**src/rtl/bs_chain_pkg.sv**
```systemverilog
// Shared constants and helpers for the boundary-scan input chain.
package bs_chain_pkg;

    localparam int DEFAULT_WIDTH = 8;

    // Constant-foldable ceil(log2(value)); used to size counters at elaboration.
    function automatic int clog2(input int value);
        int result;
        result = 0;
        while ((1 << result) < value) begin
            result = result + 1;
        end
        return result;
    endfunction

endpackage

```
**src/rtl/bs_chain_counter.sv**
```systemverilog
// Saturating shift counter for the boundary-scan chain, cleared on capture,
// with a full flag raised once WIDTH shifts have been seen.
module bs_chain_counter
    import bs_chain_pkg::*;
#(
    parameter int WIDTH = DEFAULT_WIDTH,
    parameter int CNT_W = clog2(WIDTH + 1)
) (
    input  logic             tck_i,
    input  logic             trst_n_i,
    input  logic             clear_i,
    input  logic             inc_i,
    output logic [CNT_W-1:0] count_o,
    output logic             full_o
);

    localparam logic [CNT_W-1:0] COUNT_MAX = CNT_W'(WIDTH);

    logic [CNT_W-1:0] count_q;
    logic [CNT_W-1:0] count_d;

    // NOTE: every signal driven here gets a default first, so no path leaves it unassigned and no latch is inferred.
    always_comb begin
        count_d = count_q;
        if (clear_i) begin
            count_d = '0;
        end else if (inc_i && (count_q != COUNT_MAX)) begin
            count_d = count_q + 1'b1;
        end
    end

    // NOTE: state registers use non-blocking assignments so all flops update together at the edge.
    always_ff @(posedge tck_i or negedge trst_n_i) begin
        if (!trst_n_i) begin
            count_q <= '0;
        end else begin
            count_q <= count_d;
        end
    end

    assign count_o = count_q;
    assign full_o  = (count_q == COUNT_MAX);

endmodule

```
**src/rtl/bs_input_chain.sv**
```systemverilog
// Boundary-scan input cell chain with 1-bit bypass and negedge TDO/update.
// Optional capture parity output is enabled by defining BS_CHAIN_PARITY_EN.
module bs_input_chain
    import bs_chain_pkg::*;
#(
    parameter  int WIDTH = DEFAULT_WIDTH,
    localparam int CNT_W = clog2(WIDTH + 1)
) (
    input  logic             TCK,
    input  logic             TRST,
    input  logic [WIDTH-1:0] InputPins,
    input  logic             TDI,
    input  logic             CaptureDR,
    input  logic             ShiftDR,
    input  logic             UpdateDR,
    input  logic             Bypass,
    output logic             TDO,
    output logic [WIDTH-1:0] UpdateReg,
    output logic [CNT_W-1:0] ShiftCount,
`ifdef BS_CHAIN_PARITY_EN
    output logic             CaptureParity,
`endif
    output logic             ChainFull
);

    logic [WIDTH-1:0] shift_reg_q, shift_reg_d;
    logic             bypass_q, bypass_d;
    logic             tdo_q;
    logic [WIDTH-1:0] update_q;
    logic             chain_shift;

    // Capture wins over shift; a bypass shift only moves the single bypass bit.
    assign chain_shift = !CaptureDR && ShiftDR && !Bypass;

    always_comb begin
        shift_reg_d = shift_reg_q;
        bypass_d    = bypass_q;
        if (CaptureDR) begin
            shift_reg_d = InputPins;
            bypass_d    = 1'b0;
        end else if (ShiftDR) begin
            if (Bypass) begin
                bypass_d = TDI;
            end else begin
                shift_reg_d = {TDI, shift_reg_q[WIDTH-1:1]};
            end
        end
    end

    // NOTE: only control/data flops are reset here; there are no memory arrays needing a reset-free style.
    always_ff @(posedge TCK or negedge TRST) begin
        if (!TRST) begin
            shift_reg_q <= '0;
            bypass_q    <= 1'b0;
        end else begin
            shift_reg_q <= shift_reg_d;
            bypass_q    <= bypass_d;
        end
    end

    // Output side runs on the falling edge to give the next device half a cycle of hold.
    always_ff @(negedge TCK or negedge TRST) begin
        if (!TRST) begin
            tdo_q    <= 1'b0;
            update_q <= '0;
        end else begin
            tdo_q <= Bypass ? bypass_q : shift_reg_q[0];
            if (UpdateDR && !Bypass) begin
                update_q <= shift_reg_q;
            end
        end
    end

    bs_chain_counter #(
        .WIDTH (WIDTH),
        .CNT_W (CNT_W)
    ) u_counter (
        .tck_i    (TCK),
        .trst_n_i (TRST),
        .clear_i  (CaptureDR),
        .inc_i    (chain_shift),
        .count_o  (ShiftCount),
        .full_o   (ChainFull)
    );

`ifdef BS_CHAIN_PARITY_EN
    logic parity_q;

    always_ff @(posedge TCK or negedge TRST) begin
        if (!TRST) begin
            parity_q <= 1'b0;
        end else if (CaptureDR) begin
            parity_q <= ^InputPins;
        end
    end

    assign CaptureParity = parity_q;
`endif

    assign TDO       = tdo_q;
    assign UpdateReg = update_q;

endmodule
```
**config.mk**
```make
export PLATFORM = sky130hd
export DESIGN_NAME = bs_input_chain
export DESIGN_NICKNAME = d
export VERILOG_FILES = /design/src/rtl/bs_chain_pkg.sv /design/src/rtl/bs_chain_counter.sv /design/src/rtl/bs_input_chain.sv
export SDC_FILE = /design/constraint.sdc
export NUM_CORES = 1
export LEC_CHECK = 0
export CAP_MARGIN = 5
export CELL_PAD_IN_SITES_DETAIL_PLACEMENT = 0
export CELL_PAD_IN_SITES_GLOBAL_PLACEMENT = 2
export CORE_UTILIZATION = 31
export DETAILED_ROUTE_END_ITERATION = 10
export PLACE_DENSITY_LB_ADDON = 0.1
export SETUP_SLACK_MARGIN = 0.15
export SLEW_MARGIN = 20
export SYNTH_ARGS = -nofsm -noshare
export SYNTH_HDL_FRONTEND = slang
export SYNTH_SLANG_ARGS = --single-unit
export TNS_END_PERCENT = 100
```
**constraint.sdc**
```tcl
create_clock -name TCK -period 4.1 [get_ports TCK]
set_clock_uncertainty 0.2 [all_clocks]
set_input_delay 1.23 -clock TCK [delete_from_list [all_inputs] [get_ports TCK]]
set_output_delay 1.23 -clock TCK [all_outputs]
set_load 0.1 [all_outputs]
```
# --- After elaboration in Yosys (flattened, before gate mapping) ---
# Cells that the tools add are included.
totals:
  register_bits: 22
  input_bits: 15
op_classes:
  addsub: 1
  n_eq_ne: 3
  n_mux: 9
  n_reduce_logical: 11
ops:
  columns: ["cell", "n"]
  rows:
  - ["$mux W8", 3]
  - ["$mux W4", 2]
  - ["$reduce_bool A2 Y1", 3]
  - ["$add A4 B1 Y4 const B", 1]
  - ["$eq A4 B4 Y1 const B", 1]
  - ["$logic_and A1 B1 Y1", 4]
  - ["$mux W1", 4]
  - ["$ne A4 B4 Y1 const B", 1]
  - ["$reduce_and A2 Y1", 2]
  - ["$logic_not A1 Y1", 2]
  - ["$ne A2 B2 Y1 const B", 1]

# --- Depth between registers and ports, before layout ---
depth:
  depth_word: 6
  mapped_depth: 5

# --- Modules after synthesis ---
# From an unflattened synthesis, not the netlist that was laid out.
hier_totals:
  cells_unflattened: 87
  area_unflattened_um2: 1106.1
by_module_without_submodules:
  columns: ["module", "instances", "cells_each", "area_each_um2", "seq_area_each_um2"]
  rows:
  - ["bs_input_chain", 1, 63, 873.3, 450.4]
  - ["bs_chain_counter", 1, 24, 232.7, 100.1]

==> impl_metrics.ini <==
[cts]
cts_tree = done
cts_sinks = 22
hold_buffers = 0
clock_latency_ns = 0.30
cts_buffers = 3
cts_max_level = 1
cts.reportedPaths.clkPinSlew_ns = 0.08
clock_path_buffers = 2
root_buffer = clkbuf_4

[logic_synthesis]
syn-cell-area_sq_um = 1018
yosysWarningCount = 0
synthTopCellsByArea = dfrtp_1 32%, dfrtn_1 22%, mux2_2 10%
synth_top_family_by_area = multiplexers
yosys.area.top_type_share_pct = 31.94
synth-xor-area-share_pct = 0
synth_compound_area_share_pct = 5.897
yosys.area_share.adder_pct = 2.457
synth_cell_types = 21
syn_inst = 85
ys_ff_latch = 22
synthMuxAreaShare_pct = 21.25
syn_nets = 102
seq_area_frac_synth_pct = 54.05
syn_avg_cell_area_sq_um = 11.98
synth-simple-area-share_pct = 12.41
synth_top_area_cell = dfrtp_1

[final_layout]
fillers = 287
fin_nets = 135
area_growth_pct = 47.05
antenna_cells = 0
drive_above_1_share_pct = 32.48

[placement]
place.gp.congestion = 0.6430
dp_slack_ns = -0.6355
dp_hpwl_um = 1355
portBuffers = 28

[sta]
worst_slack_ns = -0.3471
final-setup-viol-count = 9
tightest_slew_ns = 0.6972
rsz0062_at_grt = true
hold_violations = 0
drv_slew = 0
finalSetupTns_ns = -2.980
max-slew-margin-rel_pct = 53.38

[critical_path]
arrival_ns = 3.02
r2r-start = shift_reg_q[1]$_DFFE_PN0P_
slowest_stage = dfrtn_1
cp.depth = 1
cp_max_fo = 2
worstPathRequired_ns = 2.67
critPathMaxStageDelay_ns = 0.48
setup.worst_path.end = UpdateReg[6]
cp_top_family = flip-flops
crit_path_cell_trace = buf_12
path_class = flop to output port
reg2reg_depth = 1
cp-startpoint = UpdateReg[6]$_DFFE_NN0P_
endpoint_kind = output port
rrSetupSlack_ns = 1.00
r2r-end = UpdateReg[1]$_DFFE_NN0P_
critical_path_buf_inv_count = 1
critPathLaunchType = flop

[worst_hold_path]
min_from = UpdateReg[1]$_DFFE_NN0P_
hp-class = flop to flop

[floorplan]
dieHeight_um = 59.32
ioPinCount = 29
start_util_pct = 33.09
rows = 20
die_x_um = 59.32
dieArea_sq_um = 3519
core_sq_um = 3078

[routing]
drc = 0
first_iter_violations = 11
post_drt_wl_per_cell_um = 12.12
via_per_inst = 4.317
ant_nets = 0
finalWirelength_um = 1952
firstDrtPassIters = 2
via_count = 695

[power_and_ir_drop]
combPwrFrac_pct = 41.0
power_density_nw_per_um2 = 441.1
power.internal_mw = 0.4052
peakVddDrop_v = 0.0001642
leakage_nw = 0.7139
sw_frac_of_total_pct = 38.66
p_clk_share_pct = 18.1
switchingPower_mw = 0.2554
seq_power_share_pct = 40.9

[grt]
gr-total-overflow = 0
grt_max_degree = 24
grt.total_usage_pct = 12.89
grt_pass1_vias = 692
grt_pass1_wl_um = 3277
antenna_found_initial = 0

[outcome]
failed_checks = negative setup slack
status = finished, violations left

[job]
cap_violations = 0
[final cells by class]
cell class / instances / area, sq um / area share (%)
Sequential cell: 22 / 550.5 / 36.76
Inverter: 2 / 7.507 / 0.5013
Timing Repair Buffer: 32 / 409.1 / 27.32
Tap cell: 44 / 55.05 / 3.676
Multi-Input combinational cell: 57 / 439.2 / 29.32
Clock buffer: 4 / 36.28 / 2.423
[synthesized netlist by cell type]
cell	number
a21oi_1	3
and3b_2	1
buf_12	1
buf_2	1
clkbuf_1	2
dfrtn_1	9
dfrtp_1	13
ha_1	2
inv_1	2
mux2_2	9
mux2_4	1
mux2i_1	10
nand2_1	10
nand2b_1	3
nand2b_4	1
nand3_1	2
nand3b_1	1
nor2_1	3
nor2_4	1
o21ai_0	9
or3_1	1
[placed cells by master, fill, tap and decap left out, drive strengths merged]
cell,synthesis,layout
a21oi,3,3
and3b,1,1
nand3b,1,1
mux2,10,10
clkdlybuf4s50,0,12
o21ai,9,9
ha,2,2
dfrtn,9,9
buf,2,20
mux2i,10,10
inv,2,2
dfrtp,13,13
nand3,2,2
nand2b,4,4
nand2,10,10
clkbuf,2,4
or3,1,1
nor2,4,4
[power by group through the flow]
stage | combinational [mW] | clock [mW] | sequential (mW)
finish | 0.271 | 0.120 | 0.270
global route | 0.282 | 0.134 | 0.274
CTS | 0.273 | 0.127 | 0.271
detailed placement | 0.270 | 0 | 0.275
global placement | 0.269 | 0 | 0.275
floorplan | 0.0425 | 0 | 0.390
[flip-flops by register name, indices dropped and copies added, names as in the netlist]
signal             cells
TDO                    1
UpdateReg              8
bypass_q               1
shift_reg_q            8
u_counter.count_o      4
[per-layer routing]
metal	up-vias	global-route usage [%]	wire length, um
li1	354	-	-
met4	0	6.122	21
met5	-	0	0
met2	16	19.74	903
met1	323	16.97	937
met3	2	3.275	89
[worst min path at each step]
stage | end | slack, ns | depth (start not counted)
global route | UpdateReg[2]$_DFFE_NN0P_ | 0.34 | 1
global placement | UpdateReg[1]$_DFFE_NN0P_ | 0.32 | 1
finish | UpdateReg[1]$_DFFE_NN0P_ | 0.32 | 1
CTS | UpdateReg[1]$_DFFE_NN0P_ | 0.32 | 1
detailed placement | UpdateReg[1]$_DFFE_NN0P_ | 0.32 | 1
floorplan | bypass_q$_DFFE_PN0P_ | 0.30 | 2
[per-stage QoR]
step | cells | power [mW] | util (%) | cell area, sq um | hold WS, ns
after floorplan | 85 | 0.4323 | - | 1025 | 0.2971
final | 161 | 0.6607 | 48.66 | 1498 | 0.3193
after global routing | 161 | 0.6898 | 48.66 | 1498 | 0.3443
after global placement | 156 | 0.5440 | 46.99 | 1446 | 0.3173
after detailed placement | 156 | 0.5448 | 46.99 | 1446 | 0.3201
after CTS | 161 | 0.6705 | 48.66 | 1498 | 0.3235
[repair_timing]
| item | CTS | global route |
|---|---|---|
| pin swaps | 0 | 0 |
| buffers inserted | 1 | 0 |
| endpoints found under the setup margin | 18 | 12 |
| gates resized for setup | 11 | 0 |
[kinds of logic after synthesis]
logic type               after synthesis
buffers and inverters                  6
multiplexers                          20
AND/OR/NAND/NOR                       23
flip-flops                            22
AO/OA/AOI/OAI                         12
adder cells (fa/ha/maj)                2
(Power assumes the default switching activity.)
